<file path="config.mk">
export PLATFORM = sky130hd
export DESIGN_NAME = regfile_wr_arbiter_flat
export DESIGN_NICKNAME = d
export VERILOG_FILES = /design/src/rtl/regfile_wr_arbiter_if.sv /design/src/rtl/regfile_wr_arbiter.sv /design/src/flat_wrapper.sv
export SDC_FILE = /design/constraint.sdc
export NUM_CORES = 1
export LEC_CHECK = 0
export BUFFER_PORTS_ARGS = -buffer_cell sky130_fd_sc_hd__buf_4
export CAP_MARGIN = 15
export CORE_MARGIN = 3
export CORE_UTILIZATION = 35
export DETAILED_ROUTE_END_ITERATION = 16
export PLACE_DENSITY = 0.71
export SLEW_MARGIN = 20
export SYNTH_ARGS = -nofsm -noshare
export SYNTH_HDL_FRONTEND = slang
export SYNTH_SLANG_ARGS = --single-unit
export TNS_END_PERCENT = 100
</file>
<file path="constraint.sdc">
create_clock -name UserCLK -period 2.9 [get_ports UserCLK]
set_input_delay 0.435 -clock UserCLK [delete_from_list [all_inputs] [get_ports UserCLK]]
set_output_delay 0.435 -clock UserCLK [all_outputs]
set_load 0.1 [all_outputs]
</file>
<file path="src/rtl/regfile_wr_arbiter_if.sv">
// regfile_wr_arbiter_if
// Requester-side bus of the register-file write arbiter: packed per-requester
// valid/address/data from user logic and the one-hot ready (grant) returned.
// Requester i occupies bits [i*ADR_W +: ADR_W] of req_adr and
// [i*DATA_W +: DATA_W] of req_data.
interface regfile_wr_arbiter_if #(
  parameter int NUM_REQ = 4,
  parameter int ADR_W   = 5,
  parameter int DATA_W  = 4
);

  logic [NUM_REQ-1:0]        req_valid;
  logic [NUM_REQ*ADR_W-1:0]  req_adr;
  logic [NUM_REQ*DATA_W-1:0] req_data;
  logic [NUM_REQ-1:0]        req_ready;

  // User logic side: presents requests, receives the grant
  modport master (
    output req_valid,
    output req_adr,
    output req_data,
    input  req_ready
  );

  // Arbiter side: samples requests, drives the grant
  modport slave (
    input  req_valid,
    input  req_adr,
    input  req_data,
    output req_ready
  );

endinterface

</file>
<file path="src/rtl/regfile_wr_arbiter.sv">
// regfile_wr_arbiter
// Shares the single write port of the 32x4 register-file BEL among NUM_REQ
// requesters. Round-robin arbitration is combinational in the request cycle;
// the winning address/data reach W_ADR/D/W_en through registers, so the write
// happens one cycle after the valid/ready handshake.
//
// Optional feature macro: REGFILE_WR_ARBITER_ARB_CLEAR_EN
//   When defined, reset enters a CLEAR state that writes zero to every entry
//   (addresses 0..2**ADR_W-1 ascending, one per cycle) with busy high and all
//   grants withheld; RUN follows. When undefined, reset goes straight to RUN
//   and busy is tied low.
module regfile_wr_arbiter #(
  parameter int NUM_REQ = 4,
  parameter int ADR_W   = 5,
  parameter int DATA_W  = 4
) (
  input  logic                UserCLK,
  input  logic                Reset,
  regfile_wr_arbiter_if.slave req_bus,
  output logic [ADR_W-1:0]    W_ADR,
  output logic [DATA_W-1:0]   D,
  output logic                W_en,
  output logic [2:0]          grant_id,
  output logic                busy
);

  // Pointer wide enough for indices 0..NUM_REQ-1; one extra bit for wrap math
  localparam int PTR_W = (NUM_REQ > 1) ? $clog2(NUM_REQ) : 1;
  localparam int IDX_W = PTR_W + 1;
  localparam logic [PTR_W-1:0] LAST_IDX = PTR_W'(NUM_REQ - 1);

  // Next round-robin start: one past the winner, wrapping at NUM_REQ
  function automatic logic [PTR_W-1:0] rr_next(input logic [PTR_W-1:0] win);
    logic [PTR_W-1:0] nxt;
    if (win == LAST_IDX) begin
      nxt = '0;
    end else begin
      nxt = win + PTR_W'(1);
    end
    return nxt;
  endfunction

  logic [PTR_W-1:0]   rr_ptr_r;
  logic [ADR_W-1:0]   w_adr_r;
  logic [DATA_W-1:0]  d_r;
  logic               w_en_r;
  logic [2:0]         grant_id_r;

  logic               run_s;
  logic [IDX_W-1:0]   idx_s;
  logic               found_s;
  logic [PTR_W-1:0]   win_s;
  logic [NUM_REQ-1:0] gnt_s;
  logic               accept_s;
  logic [ADR_W-1:0]   win_adr_s;
  logic [DATA_W-1:0]  win_data_s;

  // Round-robin search from rr_ptr_r; the first valid requester wins.
  // The grant depends only on valid, the pointer and the state, never on ready.
  always_comb begin
    idx_s   = '0;
    found_s = 1'b0;
    win_s   = '0;
    gnt_s   = '0;
    for (int k = 0; k < NUM_REQ; k++) begin
      idx_s = {1'b0, rr_ptr_r} + IDX_W'(k);
      if (idx_s >= IDX_W'(NUM_REQ)) begin
        idx_s = idx_s - IDX_W'(NUM_REQ);
      end else begin
        idx_s = idx_s;
      end
      if (run_s && !found_s && req_bus.req_valid[idx_s[PTR_W-1:0]]) begin
        found_s = 1'b1;
        win_s   = idx_s[PTR_W-1:0];
      end else begin
        found_s = found_s;
      end
    end
    if (found_s) begin
      gnt_s[win_s] = 1'b1;
    end else begin
      gnt_s = '0;
    end
  end

  // One-hot AND-OR mux of the winner's address and data
  always_comb begin
    win_adr_s  = '0;
    win_data_s = '0;
    for (int i = 0; i < NUM_REQ; i++) begin
      win_adr_s  = win_adr_s  | ({ADR_W{gnt_s[i]}}  & req_bus.req_adr[i*ADR_W +: ADR_W]);
      win_data_s = win_data_s | ({DATA_W{gnt_s[i]}} & req_bus.req_data[i*DATA_W +: DATA_W]);
    end
  end

  // A grant is only issued to a valid requester, so a grant is a transfer
  assign accept_s = |gnt_s;

  assign req_bus.req_ready = gnt_s;
  assign W_ADR             = w_adr_r;
  assign D                 = d_r;
  assign W_en              = w_en_r;
  assign grant_id          = grant_id_r;

`ifdef REGFILE_WR_ARBITER_ARB_CLEAR_EN

  typedef enum logic [0:0] {
    ST_CLEAR = 1'b0,
    ST_RUN   = 1'b1
  } state_t;

  localparam logic [ADR_W-1:0] CLR_LAST = '1;

  state_t           state_r;
  logic [ADR_W-1:0] clr_cnt_r;
  logic             busy_r;

  assign run_s = (state_r == ST_RUN);
  assign busy  = busy_r;

  // Controller: zero-fill sweep after reset, then one arbitrated write per cycle.
  // busy drops on the edge that launches the last clear write, so RUN (and the
  // first grant) overlaps the cycle in which the last entry is written.
  always_ff @(posedge UserCLK) begin
    if (Reset) begin
      state_r    <= ST_CLEAR;
      clr_cnt_r  <= '0;
      busy_r     <= 1'b1;
      rr_ptr_r   <= '0;
      w_adr_r    <= '0;
      d_r        <= '0;
      w_en_r     <= 1'b0;
      grant_id_r <= 3'd0;
    end else begin
      case (state_r)
        ST_CLEAR: begin
          w_en_r    <= 1'b1;
          w_adr_r   <= clr_cnt_r;
          d_r       <= '0;
          clr_cnt_r <= clr_cnt_r + ADR_W'(1);
          if (clr_cnt_r == CLR_LAST) begin
            state_r <= ST_RUN;
            busy_r  <= 1'b0;
          end else begin
            state_r <= ST_CLEAR;
            busy_r  <= 1'b1;
          end
        end
        ST_RUN: begin
          if (accept_s) begin
            w_en_r     <= 1'b1;
            w_adr_r    <= win_adr_s;
            d_r        <= win_data_s;
            grant_id_r <= 3'(win_s);
            rr_ptr_r   <= rr_next(win_s);
          end else begin
            w_en_r     <= 1'b0;
          end
        end
        default: begin
          state_r   <= ST_CLEAR;
          clr_cnt_r <= '0;
          busy_r    <= 1'b1;
          w_en_r    <= 1'b0;
        end
      endcase
    end
  end

`else

  assign run_s = 1'b1;
  assign busy  = 1'b0;

  // Write-port registers: capture the winner on acceptance, otherwise idle the
  // write enable and hold address/data
  always_ff @(posedge UserCLK) begin
    if (Reset) begin
      rr_ptr_r   <= '0;
      w_adr_r    <= '0;
      d_r        <= '0;
      w_en_r     <= 1'b0;
      grant_id_r <= 3'd0;
    end else if (accept_s) begin
      w_en_r     <= 1'b1;
      w_adr_r    <= win_adr_s;
      d_r        <= win_data_s;
      grant_id_r <= 3'(win_s);
      rr_ptr_r   <= rr_next(win_s);
    end else begin
      w_en_r     <= 1'b0;
    end
  end

`endif

endmodule
</file>
<file path="src/flat_wrapper.sv">
// flat-port wrapper written by rule: the top's interface ports become plain ports
module regfile_wr_arbiter_flat 
#(
  parameter int NUM_REQ = 4,
  parameter int ADR_W   = 5,
  parameter int DATA_W  = 4
)
  (UserCLK, Reset, W_ADR, D, W_en, grant_id, busy, req_bus_req_valid, req_bus_req_adr, req_bus_req_data, req_bus_req_ready);
  regfile_wr_arbiter_if #(.NUM_REQ(NUM_REQ), .ADR_W(ADR_W), .DATA_W(DATA_W)) req_bus_i ();
  input  logic UserCLK;
  input  logic Reset;
  output logic [ADR_W-1:0] W_ADR;
  output logic [DATA_W-1:0] D;
  output logic W_en;
  output logic [2:0] grant_id;
  output logic busy;
  input wire logic [$bits(req_bus_i.req_valid)-1:0] req_bus_req_valid;
  input wire logic [$bits(req_bus_i.req_adr)-1:0] req_bus_req_adr;
  input wire logic [$bits(req_bus_i.req_data)-1:0] req_bus_req_data;
  output wire logic [$bits(req_bus_i.req_ready)-1:0] req_bus_req_ready;
  assign req_bus_i.req_valid = req_bus_req_valid;
  assign req_bus_i.req_adr = req_bus_req_adr;
  assign req_bus_i.req_data = req_bus_req_data;
  assign req_bus_req_ready = req_bus_i.req_ready;
  regfile_wr_arbiter #(.NUM_REQ(NUM_REQ), .ADR_W(ADR_W), .DATA_W(DATA_W)) u_core (.UserCLK(UserCLK), .Reset(Reset), .req_bus(req_bus_i), .W_ADR(W_ADR), .D(D), .W_en(W_en), .grant_id(grant_id), .busy(busy));
endmodule
</file>
== After elaboration in Yosys (flattened, before gate mapping) ==
Cells that the tools add are included.
Cells by class
  add/subtract/negate cells: 8
  magnitude comparators: 10
  eq/ne operators: 1
  muxes and demuxes: 25
  bitwise operators: 14
  reduce and logical (&&, ||, !) cells: 8
Operators with widths (count)
  AND 5 bit: 4
  two-way mux 2 bit: 9
  AND 4 bit: 4
  < comparator 2 x 3 -> 1 bit, second input constant: 5
  OR 5 bit: 3
  OR 4 bit: 3
  two-way mux 1 bit: 10
  >= comparator 3 bit, second input constant: 3
  binary-select mux 1 bit (select 2 bit): 4
  subtractor 2 x 1 -> 2 bit, second input constant: 4
  adder 2 x 2 -> 3 bit, second input constant: 2
  logical AND 1 bit: 4
  two-way mux 4 bit: 1
  OR reduction 4 bit: 1
  adder 2 x 1 -> 3 bit, second input constant: 1
  >= comparator 2 x 3 -> 1 bit, second input constant: 1
  logical NOT 1 bit: 3
  adder 2 x 1 -> 2 bit, second input constant: 1
  demux 1 bit (select 2 bit): 1
  == test 2 bit, second input constant: 1
  >= comparator 2 x 1 -> 1 bit, second input constant: 1
Storage, ports and cells
  flip-flop bits (word level): 14
  input port bits: 42
  output and inout bits: 18
  logic and storage cells: 71

== Logic depth before layout (Yosys ltp) ==
  depth after elaboration: 23
  depth in mapped cells: 9
  mapped depth without buffers: 8

== Worst setup path before layout ==
OpenSTA, ideal clock, no wires.
  path kind: input-to-output
  from: input req_bus_req_valid[0]
  to: output req_bus_req_ready[0]
  arrival: 1.914 ns
  data required time: 2.465 ns
  path slack: 0.551 ns
  cell stages on the path: 6
  path buffers: 1
  cell sequence: nand2_1 and3_1 o32ai_1 ha_1 clkbuf_1 and2_4
On the way
  longest elaborated chain between the ends: 17
  elaborated cells between the ends (all ways): 28
  those cells by class: order compare: 2; mux: 19; reduce/logical: 7
RTL lines
  start, declared: RTL line flat_wrapper.sv:17  | input wire logic [$bits(req_bus_i.req_valid)-1:0] req_bus_req_valid;
  binary-select mux 1 bit (select 2 bit): RTL line regfile_wr_arbiter.sv:72  | if (run_s && !found_s && req_bus.req_valid[idx_s[PTR_W-1:0]]) begin
  two-way mux 1 bit (implied by the code): RTL line regfile_wr_arbiter.sv:72
  two-way mux 1 bit: RTL line regfile_wr_arbiter.sv:72
  logical NOT 1 bit: RTL line regfile_wr_arbiter.sv:72
  logical AND 1 bit: RTL line regfile_wr_arbiter.sv:72
  two-way mux 1 bit: RTL line regfile_wr_arbiter.sv:72
  logical NOT 1 bit: RTL line regfile_wr_arbiter.sv:72
  logical AND 1 bit: RTL line regfile_wr_arbiter.sv:72
  two-way mux 1 bit: RTL line regfile_wr_arbiter.sv:72
  logical NOT 1 bit: RTL line regfile_wr_arbiter.sv:72
  logical AND 1 bit: RTL line regfile_wr_arbiter.sv:72
  two-way mux 2 bit: RTL line regfile_wr_arbiter.sv:72
  < comparator 2 x 3 -> 1 bit (implied by the code) or >= comparator 2 x 1 -> 1 bit (tied branches): RTL line regfile_wr_arbiter.sv:80  | gnt_s[win_s] = 1'b1;
  logical AND 1 bit (implied by the code): RTL line regfile_wr_arbiter.sv:80
  two-way mux 1 bit (implied by the code): RTL line regfile_wr_arbiter.sv:80
  demux 1 bit (select 2 bit)
  two-way mux 4 bit *: RTL line regfile_wr_arbiter.sv:79  | if (found_s) begin
  end, declared: RTL line flat_wrapper.sv:20  | output wire logic [$bits(req_bus_i.req_ready)-1:0] req_bus_req_ready;
Mark *: on every way between the ends. The rest lies on a longest branch, timed or not. The select of a mux whose other input is x is not followed.

== Worst setup path in the final report ==
  from: register u_core.rr_ptr_r[0]
  to: output req_bus_req_ready[3]
On the way
  longest elaborated chain between the ends: 19
  elaborated cells between the ends (all ways): 43
  those cells by class: add/sub: 7; order compare: 6; mux: 23; reduce/logical: 7
RTL lines
  start, declared: RTL line regfile_wr_arbiter.sv:43  | logic [PTR_W-1:0] rr_ptr_r;
  start signal, assigned: RTL line regfile_wr_arbiter.sv:189  | rr_ptr_r <= rr_next(win_s);
  parallel branches: the longest is 13 deep, another holds adder 2 x 1 -> 3 bit
  two-way mux 2 bit *: RTL line regfile_wr_arbiter.sv:72
  named net u_core.win_s[0]: RTL line regfile_wr_arbiter.sv:52  | logic [PTR_W-1:0] win_s;
  < comparator 2 x 3 -> 1 bit (implied by the code) or >= comparator 2 x 1 -> 1 bit (tied branches): RTL line regfile_wr_arbiter.sv:80
  logical AND 1 bit (implied by the code): RTL line regfile_wr_arbiter.sv:80
  two-way mux 1 bit (implied by the code): RTL line regfile_wr_arbiter.sv:80
  demux 1 bit (select 2 bit) *
  two-way mux 4 bit *: RTL line regfile_wr_arbiter.sv:79
Mark *: on every way through the listed nets, which the timed path passes. The select of a mux whose other input is x is not followed.

==> flow_metrics.py <==
metrics = {
    "critical_path": {
        "endpoint_kind": "output pin",
        "slowest_delay_ps": 410,
        "cp_cell_sequence": "nor2b_1, o21ai_0, o221ai_1, inv_1, ha_1, and2_4, buf_4",
        "crit_required_ps": 2470,
        "crit_fanout": 10,
        "arrival_ps": 2220,
        "crit_type": "reg -> out",
        "critPathLaunchType": "flop",
        "slowest_stage": "ha_1",
    },
    "floorplanning": {
        "start_util_pct": 39.2,
        "core_area_um2": 2080,
        "rows": 16,
        "die_h_um": 54.3,
        "die_area_um2": 2950,
        "io_pins": 60,
        "die_w_um": 54.3,
    },
    "clock_tree": {
        "cts_made_buffers": 3,
        "hold_buffers": 0,
        "cts-root-buf": "clkbuf_4",
        "clk_pin_slew_ps": 90,
        "cts_setup_buffers": 0,
        "insertion_delay_ps": 290,
        "h-tree-depth": 1,
        "numClockSinks": 14,
        "tritoncts": "built",
        "clockBufferDepth": 2,
    },
    "place": {
        "port_buffers": 57,
        "gp_congestion": 0.718,
        "dpl.hpwl_um": 2000,
    },
    "logic_synthesis": {
        "yosysUniqueCellTypes": 23,
        "ys_ff_latch": 14,
        "synth_warnings": 0,
        "syn_area_per_cell_um2": 8.69,
        "synth_seq_area_share_pct": 34.3,
        "synth.cell_area_um2": 817,
        "postSynthCellCount": 94,
    },
    "power": {
        "pwr_density_cell_nw_per_um2": 798,
        "p_leak_nw": 0.617,
        "ir_drop_mv": 0.466,
    },
    "timing": {
        "min_period_ps": 2660,
        "worst_pin_slew_ps": 702,
        "slew_violations": 0,
        "whs_ps": 434,
        "max_freq_ghz": 0.376,
        "finalCritPeriodShare_pct": 91.6,
        "finalSetupViolCount": 0,
        "finalHoldViolations": 0,
        "tns_ps": 0,
        "clock_skew_ps": 4.78,
        "rsz0062_at_grt": "no",
        "relSlewSlack_pct": 52.9,
    },
    "route": {
        "viasPerCell": 5.22,
        "drc": 0,
        "routed_wl_um": 2590,
        "dr_total_vias": 908,
        "ant_nets": 0,
        "drtIter0Drc": 11,
        "wl_per_cell_um": 14.9,
        "drt-pass1-iter-count": 4,
    },
    "cells_and_area": {
        "fin_nets": 194,
        "post-route-util_pct": 61.4,
        "fill_cells": 207,
        "multi_input_area_um2": 482,
        "areaGrowthSynthToFinish_pct": 56.5,
        "seqCellArea_um2": 280,
        "drive_gt1_share_pct": 46.9,
        "antennaDiodeCount": 0,
    },
    "global_routing": {
        "track_usage_pct": 17.4,
        "grt_max_degree": 16,
        "grt_pass1_vias": 846,
        "grt_pass1_wl_um": 3710,
        "antenna_found_initial": 0,
        "overflow": 0,
    },
    "job": {
        "drv_cap": 0,
    },
    "run_status": {
        "status": "completed",
    },
    "hold_path": {
        "hold_path_class": "in -> reg",
    },
}
[routing by layer]
| layer | part of all wire, % | routed length (µm) | global-route usage [%] |
|---|---|---|---|
| met4 | 0.77 | 20 | 2.49 |
| met1 | 39 | 1010 | 18.9 |
| met2 | 52 | 1360 | 32.3 |
| met5 | 0 | 0 | 0 |
| met3 | 8.0 | 206 | 6.54 |
[stage by stage]
step | worst slack [ps] | power (mW) | instances | area, µm²
2_1_floorplan | 551 | 0.727 | 95 | 821
3_3_place_gp | 291 | 0.870 | 170 | 1230
3_5_place_dp | 208 | 0.877 | 170 | 1230
4_1_cts | 49.9 | 1.02 | 174 | 1270
5_1_grt | 62.7 | 1.07 | 174 | 1280
6_report | 244 | 1.02 | 174 | 1280
[final cells by class]
| class | count | area share [%] |
|---|---|---|
| multi-input cells | 68 | 37.7 |
| repair buffers | 58 | 34.1 |
| flip-flops and latches | 14 | 21.9 |
| clock buffers | 4 | 2.84 |
| well taps | 27 | 2.64 |
| inverters | 3 | 0.881 |
[worst paths after layout]
kind	startpoint	endpoint	slack [ps]	cells after the start
min	Reset	u_core.rr_ptr_r[1]	430	2
min reg2reg	u_core.grant_id[0]	u_core.grant_id[0]	460	2
max	u_core.rr_ptr_r[0]	req_bus_req_ready[3]	240	7
max reg2reg	u_core.rr_ptr_r[1]	u_core.D[1]	620	8
[state kept, by name, indices dropped and copies added, names as in the netlist]
name,count
u_core.D,4
u_core.grant_id,2
u_core.W_ADR,5
u_core.W_en,1
u_core.rr_ptr_r,2
[layout by cell type (no fill, tap or decap), drive strengths merged]
cell type	synthesis	layout
o221ai	1	1
o21ai	1	1
a221oi	9	9
buf	6	58
nor2	12	12
nor4	1	1
and2	4	4
nor3	10	10
o32ai	1	1
clkbuf	4	4
inv	3	3
dfxtp	14	14
or4	1	1
nand2	5	5
a21oi	4	4
and3	1	1
a221o	9	9
conb	1	2
nor2b	3	3
ha	4	4
[where the power goes]
| part | leakage (nW) | internal, mW | switching, mW |
|---|---|---|---|
| logic | 0.479 | 0.184 | 0.441 |
| clock network | 0.0210 | 0.0765 | 0.0690 |
| registers | 0.116 | 0.228 | 0.0219 |
[cell families (layout without fill, tap and decap cells)]
logic type | Yosys count | after routing | synth area share, %
AOI/OAI and AO/OA | 25 | 25 | 25.9
adders and majority gates | 4 | 4 | 6.13
buffers and inverters | 13 | 65 | 8.42
DFF | 14 | 14 | 34.3
other | 1 | 2 | 0.459
and+or+nand+nor | 37 | 37 | 24.8
[repair_timing]
action | CTS | global route
endpoints found under the hold margin | 0 | 0
setup endpoints to repair | 0 | 3
gates resized for setup | 0 | 2
[critical path, delay by kind of cell, from the launching register on]
kind	cells	cell delay, ps
buffers and inverters	2	450
AO/OA/AOI/OAI	2	410
adder cells (fa/ha/maj)	1	410
flip-flops	1	370
AND/OR/NAND/NOR	2	290
[synth_stat cells (all sizes together)]
cell	count	area share (%)
o221ai	1	1.1
ha	4	6.1
a21oi	4	2.5
o21ai	1	0.61
a221o	9	11
buf	6	5.2
and2	4	4.3
inv	3	1.4
dfxtp	14	34
o32ai	1	1.1
nor2b	3	2.3
nand2	5	2.3
and3	1	0.77
conb	1	0.46
clkbuf	4	1.8
a221oi	9	9.6
nor2	12	5.5
nor4	1	2.6
nor3	10	6.1
or4	1	0.92
Power figures use the tool's default switching activity.
